===== src/rtl/serial_frame_rx_if.sv =====
// ---------------------------------------------------------------------------
// serial_frame_rx_if
//   Bundles the serial input side and the parallel result side of the
//   serial frame receiver.
//   Signals:
//     sin         serial data from the shift stage; idle level 1
//     bit_en      one-cycle bit strobe; sin is only meaningful with it
//     dout        last good received word (WIDTH bits)
//     dout_valid  1-cycle pulse; dout updated on the same edge
//     frame_err   1-cycle pulse; stop bit sampled as 0
//     parity_err  1-cycle pulse; parity mismatch
//     busy        receiver is inside a frame
//   Modports:
//     master  the upstream driver / downstream consumer side
//     slave   the receiver itself
// ---------------------------------------------------------------------------
interface serial_frame_rx_if #(
    parameter int unsigned WIDTH = 4
);
    logic             sin;
    logic             bit_en;
    logic [WIDTH-1:0] dout;
    logic             dout_valid;
    logic             frame_err;
    logic             parity_err;
    logic             busy;

    modport master (
        output sin,
        output bit_en,
        input  dout,
        input  dout_valid,
        input  frame_err,
        input  parity_err,
        input  busy
    );

    modport slave (
        input  sin,
        input  bit_en,
        output dout,
        output dout_valid,
        output frame_err,
        output parity_err,
        output busy
    );
endinterface


===== src/rtl/serial_frame_rx.sv =====
// ---------------------------------------------------------------------------
// serial_frame_rx
//   Serial-to-parallel frame receiver for the LSB-first bitstream of the
//   4-bit shift-register stage. A frame is: start bit (0), WIDTH data bits
//   LSB first, optional parity bit, stop bit (1). Bits are taken only on
//   clock edges where bit_en is high.
//   Parameters:
//     WIDTH   data bits per frame, 1..16
//     PARITY  0 = none, 1 = even, 2 = odd
//   Ports:
//     clk     rising-edge clock
//     reset   asynchronous, active-high reset
//     rx      serial_frame_rx_if.slave: sin, bit_en in;
//             dout, dout_valid, frame_err, parity_err, busy out
// ---------------------------------------------------------------------------
module serial_frame_rx #(
    parameter int unsigned WIDTH  = 4,
    parameter int unsigned PARITY = 0
) (
    input  logic            clk,
    input  logic            reset,
    serial_frame_rx_if.slave rx
);

    localparam int unsigned    CW   = $clog2(WIDTH + 1);
    localparam logic [CW-1:0]  LAST = CW'(WIDTH - 1);

    typedef enum logic [1:0] {
        IDLE,
        DATA,
        PAR,
        STOP
    } state_t;

    state_t           state_q, state_d;
    logic [WIDTH-1:0] sr_q, sr_d;
    logic [CW-1:0]    cnt_q, cnt_d;
    logic             par_ok_q, par_ok_d;
    logic [WIDTH-1:0] dout_q, dout_d;
    logic             dout_valid_q, dout_valid_d;
    logic             frame_err_q, frame_err_d;
    logic             parity_err_q, parity_err_d;

    // Parity of the received data combined with the parity bit on sin.
    logic             par_sum;
    assign par_sum = (^sr_q) ^ rx.sin;

    always_ff @(posedge clk or posedge reset) begin
        if (reset) begin
            state_q      <= IDLE;
            sr_q         <= '0;
            cnt_q        <= '0;
            par_ok_q     <= 1'b1;
            dout_q       <= '0;
            dout_valid_q <= 1'b0;
            frame_err_q  <= 1'b0;
            parity_err_q <= 1'b0;
        end else begin
            state_q      <= state_d;
            sr_q         <= sr_d;
            cnt_q        <= cnt_d;
            par_ok_q     <= par_ok_d;
            dout_q       <= dout_d;
            dout_valid_q <= dout_valid_d;
            frame_err_q  <= frame_err_d;
            parity_err_q <= parity_err_d;
        end
    end

    always_comb begin
        state_d      = state_q;
        sr_d         = sr_q;
        cnt_d        = cnt_q;
        par_ok_d     = par_ok_q;
        dout_d       = dout_q;
        dout_valid_d = 1'b0;
        frame_err_d  = 1'b0;
        parity_err_d = 1'b0;

        if (rx.bit_en) begin
            unique case (state_q)
                IDLE: begin
                    if (!rx.sin) begin
                        state_d  = DATA;
                        cnt_d    = '0;
                        // Without a parity bit the frame is always parity-clean.
                        par_ok_d = 1'b1;
                    end
                end

                DATA: begin
                    // New bit enters at the MSB so the first bit ends at bit 0;
                    // written as shifts so WIDTH=1 needs no special slice.
                    sr_d  = (sr_q >> 1) | (WIDTH'(rx.sin) << (WIDTH - 1));
                    cnt_d = cnt_q + CW'(1);
                    if (cnt_q == LAST) begin
                        state_d = (PARITY != 0) ? PAR : STOP;
                    end
                end

                PAR: begin
                    par_ok_d = (PARITY == 2) ? par_sum : ~par_sum;
                    state_d  = STOP;
                end

                STOP: begin
                    state_d = IDLE;
                    if (!rx.sin) begin
                        frame_err_d = 1'b1;
                    end else if (par_ok_q) begin
                        dout_d       = sr_q;
                        dout_valid_d = 1'b1;
                    end else begin
                        parity_err_d = 1'b1;
                    end
                end

                default: state_d = IDLE;
            endcase
        end
    end

    assign rx.dout       = dout_q;
    assign rx.dout_valid = dout_valid_q;
    assign rx.frame_err  = frame_err_q;
    assign rx.parity_err = parity_err_q;
    assign rx.busy       = (state_q != IDLE);

endmodule

===== src/flat_wrapper.sv =====
// flat-port wrapper written by rule: the top's interface ports become plain ports
module serial_frame_rx_flat 
#(
    parameter int unsigned WIDTH  = 4,
    parameter int unsigned PARITY = 0
)
  (clk, reset, rx_sin, rx_bit_en, rx_dout, rx_dout_valid, rx_frame_err, rx_parity_err, rx_busy);
  serial_frame_rx_if #(.WIDTH(WIDTH)) rx_i ();
  input  logic clk;
  input  logic reset;
  input wire logic [$bits(rx_i.sin)-1:0] rx_sin;
  input wire logic [$bits(rx_i.bit_en)-1:0] rx_bit_en;
  output wire logic [$bits(rx_i.dout)-1:0] rx_dout;
  output wire logic [$bits(rx_i.dout_valid)-1:0] rx_dout_valid;
  output wire logic [$bits(rx_i.frame_err)-1:0] rx_frame_err;
  output wire logic [$bits(rx_i.parity_err)-1:0] rx_parity_err;
  output wire logic [$bits(rx_i.busy)-1:0] rx_busy;
  assign rx_i.sin = rx_sin;
  assign rx_i.bit_en = rx_bit_en;
  assign rx_dout = rx_i.dout;
  assign rx_dout_valid = rx_i.dout_valid;
  assign rx_frame_err = rx_i.frame_err;
  assign rx_parity_err = rx_i.parity_err;
  assign rx_busy = rx_i.busy;
  serial_frame_rx #(.WIDTH(WIDTH), .PARITY(PARITY)) u_core (.clk(clk), .reset(reset), .rx(rx_i));
endmodule

===== config.mk =====
export PLATFORM = sky130hd
export DESIGN_NAME = serial_frame_rx_flat
export DESIGN_NICKNAME = d
export VERILOG_FILES = /design/src/rtl/serial_frame_rx_if.sv /design/src/rtl/serial_frame_rx.sv /design/src/flat_wrapper.sv
export SDC_FILE = /design/constraint.sdc
export NUM_CORES = 1
export LEC_CHECK = 0
export CORE_MARGIN = 1
export CORE_UTILIZATION = 53
export CTS_CLUSTER_SIZE = 8
export DETAILED_ROUTE_END_ITERATION = 12
export DONT_BUFFER_PORTS = 1
export PLACE_DENSITY = 0.69
export RECOVER_POWER = 25
export SYNTH_ARGS = -nofsm -noshare
export SYNTH_HDL_FRONTEND = slang
export SYNTH_SLANG_ARGS = --single-unit
export TNS_END_PERCENT = 30

===== constraint.sdc =====
create_clock -name clk -period 1.5 [get_ports clk]
set_input_delay 0.225 -clock clk [delete_from_list [all_inputs] [get_ports clk]]
set_output_delay 0.225 -clock clk [all_outputs]
set_load 0.02 [all_outputs]

==> results.yml, run 1 <==
outcome:
  status: "complete, no violations"
clock_tree:
  clock_latency_ns: 0.30
  clockBufferDepth: 2
  cts.clk_slew.worst_paths_ns: 0.11
  htreeDepth: 1
  numCtsBuffers: 3
  cts.sinks: 17
  cts_tree: "yes"
  cts_root_buf: "clkbuf_4"
logic_synthesis:
  yosysSeqAreaShare: 0.542
  mappedNetlistNets: 71
  synth_top_area_cell: "dfrtp_1"
  avgSynthCellArea_um2: 12.9
  synth_cells: 61
  yosys_warnings: 0
  synth_cell_types: 21
  synthTopCellsByArea: "dfrtp_1, mux2_2, ha_1"
  synth_top_area_frac: 0.509
  syn_area_um2: 787
  synth_seq_cells: 17
global_routing:
  grt_pass1_wl_um: 1660
  grt_max_degree: 18
  overflow: 0
  grt_pass1_vias: 410
  antenna_found_initial: 0
  track_usage: 0.170
setup_path:
  worstRegToRegCells: 4
  critical_path_class: "reg -> reg"
  r2r_slack_ns: 0.09
  crit_fanout: 4
  timing.rr.end: "u_core.sr_q[1]"
  end_kind: "flop"
  start_kind: "flop"
  cp.arrival_ns: 1.61
  crit_required_ns: 1.70
  rr_startpoint: "u_core.state_q[0]"
route:
  routedWlPerCell_um: 13.7
  detail-route-antenna-nets: 0
  drtPass1Iterations: 4
  drt-total-wl_um: 1220
  route.vias.total: 465
  viasPerCell: 5.22
  drt_first_iter_violations: 4
  drcViolationCount: 0
die:
  ioPinCount: 12
  core_region_area_um2: 1330
  initial_core_util: 0.590
  fp.dieH_um: 40.5
  die_w_um: 40.5
  rows: 13
  die_area_um2: 1640
power_and_ir_drop:
  power_density_nw_per_um2: 2080
  vdd_drop_max_mv: 0.961
  total_power_mw: 1.92
  p_leak_nw: 0.455
placed_design:
  port_buffers: 0
  dp_cells: 82
  dp_slack_ns: -0.0361
  place_congestion: 0.712
  dp_hpwl_um: 849
final_layout:
  fillCellCount: 106
  post-route-util: 0.691
  drive_gt1_frac: 0.365
  multi_input_area_um2: 347
  insertedDiodeCount: 0
  syn2layout_area_growth_pct: 17.2
  stdcell_count: 89
  layout_commonest_cell: "dfrtp_1"
  final_cell_mix: "dfrtp_1, mux2_2, buf_4"
  layout.nets: 85
  seq_area_um2: 427
run:
  cap_viol_max_count: 0
timing:
  rsz0062_at_grt: "false"
  tightest_slew_ns: 0.635
  relSlewSlack: 0.576
  drv_slew: 0
  skew_ns: 0.00854
  setup_viol: 0
  final-hold-violation-count: 0
  fin_ws_ns: 0.0942
  max_freq_mhz: 711
  period_minus_slack_ns: 1.41
  finalCritPeriodShare: 0.937
min_path:
  min_path_cells: 2
  hold_end: "u_core.rx.frame_err"
  hold_start: "rx_bit_en"
  hp-class: "in -> reg"
[logic make-up (layout without fill, tap and decap cells)]
| group | after synthesis | in the layout | synth area share |
|---|---|---|---|
| flops | 17 | 17 | 0.542 |
| fa+ha+maj | 6 | 6 | 0.0954 |
| compound gates | 9 | 9 | 0.0811 |
| simple gates | 8 | 8 | 0.0509 |
| buf+inv | 8 | 21 | 0.0382 |
| xor+xnor | 3 | 3 | 0.0509 |
| mux | 10 | 10 | 0.141 |
[layer usage]
layer | vias to the layer above | wire length, um | global-route usage
li1 | 231 | - | -
met1 | 218 | 585 | 0.188
met2 | 11 | 536 | 0.258
met3 | 5 | 54 | 0.0556
met4 | 0 | 40 | 0.150
met5 | - | 0 | 0
[critical path, stage by stage, from the launching register on]
cell and delay (ns):
dfrtp_1 0.42, buf_4 0.14, ha_1 0.22, nand2_1 0.17, mux2_2 0.36
[area by class of cell]
class,instances,area share
sequential,17,0.463
multi-input combinational,36,0.376
timing repair buffer,9,0.0787
inverter,8,0.0326
clock buffer,3,0.0244
tap,15,0.0204
clock inverter,1,0.00543
[state kept, by name (all words and copies together), names as in the netlist]
| register | flops |
|---|---|
| u_core.sr_q | 4 |
| u_core.cnt_q | 3 |
| u_core.rx.frame_err | 1 |
| u_core.rx.dout_valid | 1 |
| u_core.rx.parity_err | 1 |
| u_core.rx.dout | 4 |
| u_core.par_ok_q | 1 |
| u_core.state_q | 2 |
[worst max-delay path by stage]
stage | to | startpoint | slack [ns] | cells past startpoint
6_report | u_core.sr_q[1] | u_core.state_q[0] | 0.09 | 4
5_1_grt | u_core.cnt_q[2] | u_core.state_q[1] | 0.02 | 5
3_5_place_dp | u_core.cnt_q[2] | u_core.state_q[0] | -0.04 | 5
2_1_floorplan | u_core.state_q[1] | u_core.state_q[1] | 0.04 | 5
4_1_cts | u_core.state_q[1] | u_core.cnt_q[0] | 0.002 | 4
3_3_place_gp | u_core.state_q[1] | u_core.cnt_q[0] | -0.01 | 4
[repair_timing]
action	in CTS	in global routing
resized for setup	1	6
cloned	0	0
hold buffers	2	0
buffers inserted	0	1
endpoints found under the setup margin	3	6
hold endpoints to repair	17	0
[power breakdown]
group          internal (mW)  switching (mW)
Combinational          0.451           0.328
Sequential             0.661           0.224
Clock                 0.0996           0.156
Total                   1.21           0.708
[per-stage QoR]
stage	cell area, um2	hold slack [ns]	TNS [ns]
4_1_cts	901	0.0614	0
2_1_floorplan	787	0.150	0
3_5_place_dp	851	0.227	-0.0613
6_report	922	0.0468	0
3_3_place_gp	851	0.222	-0.0113
5_1_grt	922	0.0587	0
[cells in the mapped netlist, drive strengths merged]
cell    instances
a21boi          2
a21oi           3
a31oi           1
dfrtp          16
dfstp           1
ha              6
inv             8
mux2            9
mux2i           1
nand2           3
nand3           1
nand4           1
nor2            1
nor3b           1
o21ai           2
o22ai           1
or2             1
xnor2           1
xnor3           1
xor2            1
(Power assumes the default switching activity.)
==> inputs of run 2 (changes only) <==
- CELL_PAD_IN_SITES_DETAIL_PLACEMENT: default -> 1
- CELL_PAD_IN_SITES_GLOBAL_PLACEMENT: default -> 2
- CORE_UTILIZATION: 53 -> 36
==> run 2 against run 1 <==
  * Total power grew 1.3%
  * Die area grew 45%
  * Register-to-register slack is essentially flat
  * Sequential cell count is the same
  * Clock skew grew 0.0037 ns
  * Highest routed layer unchanged
==> results.yml, run 2 (synthesis gave the netlist of run 1 again) <==
route:
  drt-total-wl_um: 1310
  viasPerCell: 4.97
  drt_first_iter_violations: 2
  drcViolationCount: 0
  route.vias.total: 497
  routedWlPerCell_um: 13.1
  detail-route-antenna-nets: 0
  drtPass1Iterations: 2
timing:
  setup_viol: 0
  finalCritPeriodShare: 0.952
  max_freq_mhz: 700
  fin_ws_ns: 0.0719
  drv_slew: 0
  relSlewSlack: 0.572
  period_minus_slack_ns: 1.43
  tightest_slew_ns: 0.642
  skew_ns: 0.0122
  final-hold-violation-count: 0
  fin_tns_setup_ns: 0
  rsz0062_at_grt: "true"
power_and_ir_drop:
  p_leak_nw: 0.448
  power_density_nw_per_um2: 2080
  vdd_drop_max_mv: 0.870
clock_tree:
  cts_tree: "yes"
  clock_latency_ns: 0.29
  cts_root_buf: "clkbuf_4"
  cts.sinks: 17
  clockBufferDepth: 2
  htreeDepth: 1
  cts.clk_slew.worst_paths_ns: 0.10
  numCtsBuffers: 3
final_layout:
  layout.nets: 84
  syn2layout_area_growth_pct: 18.8
  layout_commonest_cell: "dfrtp_1"
  insertedDiodeCount: 0
  drive_gt1_frac: 0.370
  final_cell_mix: "dfrtp_1, mux2_2, inv_1, buf_4, ha_1"
outcome:
  status: "complete, no violations"
global_routing:
  overflow: 0
  grt_max_degree: 18
  grt_pass1_vias: 503
  track_usage: 0.135
  antenna_found_initial: 0
  grt_pass1_wl_um: 2350
die:
  die_area_um2: 2380
  rows: 16
  ioPinCount: 12
  initial_core_util: 0.393
  die_w_um: 48.8
  core_region_area_um2: 2000
  fp.dieH_um: 48.8
setup_path:
  cp_cell_sequence: "inv_2 -> ha_4 -> inv_1 -> buf_4"
  r2r_slack_ns: 0.08
  cp_slowest_stage_delay_ns: 0.43
  critical_path_class: "reg -> out"
  end_kind: "primary output"
  cp_num_buf_inv: 3
  crit_family: "flip-flops"
  crit_fanout: 3
  crit_required_ns: 1.27
  start_kind: "flop"
  cp_slowest_cell: "dfrtp_1"
  cp.arrival_ns: 1.20
run:
  cap_viol_max_count: 0
placed_design:
  dp_hpwl_um: 1000
  dp_slack_ns: -0.0875
  place_congestion: 0.685
  port_buffers: 0
min_path:
  hp-class: "in -> reg"
[run 2: changes by cell type in the layout (fill, tap and decap cells not counted), sizes merged]
cell / before / now
buf: 7 / 6
clkbuf: 3 / 4
clkinv: 1 / 0
[run 2: routing by layer]
metal	routed length (um)	global-route usage	share of wire	vias to the layer above
li1	-	-	-	233
met1	553	0.162	0.42	251
met2	672	0.213	0.51	11
met3	67	0.0629	0.051	2
met4	13	0.0441	0.0099	0
met5	0	0	0	-
[run 2: worst paths after layout]
check | from | end | depth (start not counted)
max reg2reg | u_core.state_q[1] | u_core.state_q[1] | 5
max in group asynchronous | reset | u_core.cnt_q[2] | 2
min reg2reg | u_core.cnt_q[2] | u_core.cnt_q[2] | 2
max | u_core.state_q[0] | rx_busy | 4
min | rx_bit_en | u_core.rx.frame_err | 2
min in group asynchronous | reset | u_core.rx.parity_err | 2
[run 2: worst register-to-register path: stages (launching register included)]
cell and delay (ns):
dfrtp_1 0.43, inv_2 0.10, ha_1 0.18, inv_1 0.08, o21ai_2 0.17, mux2_2 0.36
[run 2: power breakdown]
| group | internal, mW | switching (mW) | leakage [nW] |
|---|---|---|---|
| combinational | 0.466 | 0.355 | 0.226 |
| clock | 0.103 | 0.137 | 0.0150 |
| sequential | 0.661 | 0.222 | 0.207 |
| total | 1.23 | 0.714 | 0.448 |
[run 2: through the flow]
step,cell area [um2],hold slack (ns),power (mW),cells,util
finish,935,0.0646,1.94,100,0.467
global route,935,0.0536,2.10,100,0.467
CTS,917,0.0549,1.93,99,0.458
detailed placement,858,0.247,1.64,93,0.429
global placement,858,0.241,1.60,93,0.429
floorplan,787,0.150,1.41,61,-
[run 2: timing repair]
item / 4_1_cts / 5_1_grt
hold buffers: 2 / 0
gates resized for setup: 4 / 5
setup endpoints to repair: 6 / 11
endpoints found under the hold margin: 17 / 0
setup buffers: 0 / 1
[run 2: layout make-up]
class                           count  area, um2
Clock buffer                        4       26.3
Fill cell                         223       1070
Inverter                            8       30.0
Multi-Input combinational cell     36        353
Sequential cell                    17        427
Tap cell                           27       33.8
Timing Repair Buffer                8       65.1
==> inputs of run 3 (changes only) <==
- CORE_UTILIZATION: 36 -> 43
- HOLD_SLACK_MARGIN: default -> 0.12
- PLACE_DENSITY: 0.69 -> 0.77
- clock period: 1.5 -> 1.8 ns (I/O delays scaled with it)
==> run 3 against run 2 <==
  * Non-clock buffer count shrank 4
  * Clock skew fell by 0.0015 ns
  * Count of clock-buffer cells in the layout is 1 lower
  * First-iteration DRC count unchanged
  * Largest cell class unchanged
  * Total power decreased by 23%
  * Utilization up 4.5 points
  * Die area down 16%
  * Cell area is 5.5% lower
  * Via count is 8.0% lower
  * Critical path type is now reg -> reg
  * Wire length increased by 5.3%
  * Largest power group unchanged
==> results.yml, run 3 (synthesis gave the netlist of run 1 again) <==
outcome:
  status: "complete, no violations"
global_routing:
  grt_pass1_vias: 513
  track_usage: 0.171
  overflow: 0
  grt_max_degree: 18
  grt_pass1_wl_um: 2420
  antenna_found_initial: 0
timing:
  period_minus_slack_ns: 1.58
  max_freq_mhz: 633
  drv_slew: 0
  relSlewSlack: 0.558
  skew_ns: 0.0107
  final-hold-violation-count: 0
  fin_ws_ns: 0.220
  tightest_slew_ns: 0.662
  rsz0062_at_grt: "false"
  setup_viol: 0
  fin_tns_setup_ns: 0
  finalCritPeriodShare: 0.878
setup_path:
  worstRegToRegCells: 5
  start_kind: "flop"
  rr_startpoint: "u_core.state_q[1]"
  crit_required_ns: 1.98
  timing.rr.end: "u_core.state_q[1]"
  r2r_slack_ns: 0.22
  critical_path_class: "reg -> reg"
  crit_fanout: 5
  cp.arrival_ns: 1.76
  end_kind: "flop"
die:
  ioPinCount: 12
  initial_core_util: 0.456
  fp.dieH_um: 44.8
  core_region_area_um2: 1730
  die_w_um: 44.8
  rows: 15
  die_area_um2: 2010
clock_tree:
  cts.sinks: 17
  cts_tree: "yes"
  htreeDepth: 1
  numCtsBuffers: 3
  cts.clk_slew.worst_paths_ns: 0.11
  clockBufferDepth: 2
  cts_root_buf: "clkbuf_4"
  clock_latency_ns: 0.29
route:
  drt-total-wl_um: 1380
  drcViolationCount: 0
  viasPerCell: 4.86
  detail-route-antenna-nets: 0
  drt_first_iter_violations: 2
  maxUsedRoutingLayer: "met4"
  route.vias.total: 457
  wl_met2_um: 722
  met1_length_um: 595
  wl_met3_um: 39
  drtPass1Iterations: 2
  routedWlPerCell_um: 14.6
final_layout:
  layout.nets: 80
  final_cell_mix: "dfrtp_1, mux2_2, inv_1"
  layout_commonest_cell: "dfrtp_1"
  drive_gt1_frac: 0.246
  stdcell_count: 94
  post-route-util: 0.512
  insertedDiodeCount: 0
  syn2layout_area_growth_pct: 12.2
placed_design:
  place_congestion: 0.738
  port_buffers: 0
  dp_hpwl_um: 1010
  dp_slack_ns: 0.102
  dp_cells: 87
power_and_ir_drop:
  vdd_drop_max_mv: 0.816
  power_density_nw_per_um2: 1700
  p_leak_nw: 0.435
min_path:
  hold_end: "u_core.sr_q[3]"
  hp-class: "in -> reg"
  min_path_cells: 1
  hold_start: "rx_sin"
run:
  cap_viol_max_count: 0
-- run 3: critical path, cell delays in order, from the launching register on --
cell and delay, ns:
dfrtp_1 0.43, inv_1 0.09, ha_1 0.25, inv_1 0.08, o21ai_1 0.26, mux2_2 0.37
-- run 3: metal layers --
layer,vias to the layer above,track usage
met1,227,0.220
met3,2,0.0280
li1,223,-
met4,0,0.0727
met2,5,0.285
met5,-,0
-- run 3: layout make-up --
class,instances,area (um2)
repair buffers,4,37.5
clock inverters,1,5.00
inverters,8,30.0
multi-input cells,36,330
fillers,198,843
flip-flops and latches,17,427
well taps,25,31.3
clock buffers,3,22.5
-- run 3: metrics by stage --
step                      hold slack (ns)  cell area (um2)  power [mW]
final                               0.130              883        1.50
after global routing                0.122              883        1.63
after CTS                           0.125              883        1.52
after detailed placement            0.285              826        1.31
after global placement              0.277              826        1.28
after floorplan                     0.195              787        1.17
-- run 3: how the worst max path moves through the flow --
stage                       from                end  slack [ns]  depth (start not counted)
2_1_floorplan  u_core.state_q[1]  u_core.state_q[1]        0.34                          5
3_3_place_gp   u_core.state_q[0]    u_core.cnt_q[2]        0.25                          5
3_5_place_dp   u_core.state_q[1]  u_core.state_q[1]        0.10                          5
4_1_cts        u_core.state_q[1]  u_core.state_q[1]        0.09                          5
5_1_grt        u_core.state_q[1]    u_core.cnt_q[2]         0.1                          5
6_report       u_core.state_q[1]  u_core.state_q[1]        0.22                          5
-- run 3: what timing repair did --
item	4_1_cts	5_1_grt
hold endpoints to repair	17	0
buffers inserted	0	0
hold buffers	3	0
resized for setup	0	1
setup endpoints to repair	0	1
-- run 3: power by group --
group          internal (mW)  leakage (nW)  switching (mW)
sequential             0.551         0.207           0.188
clock                 0.0824        0.0177           0.120
combinational          0.302         0.210           0.260
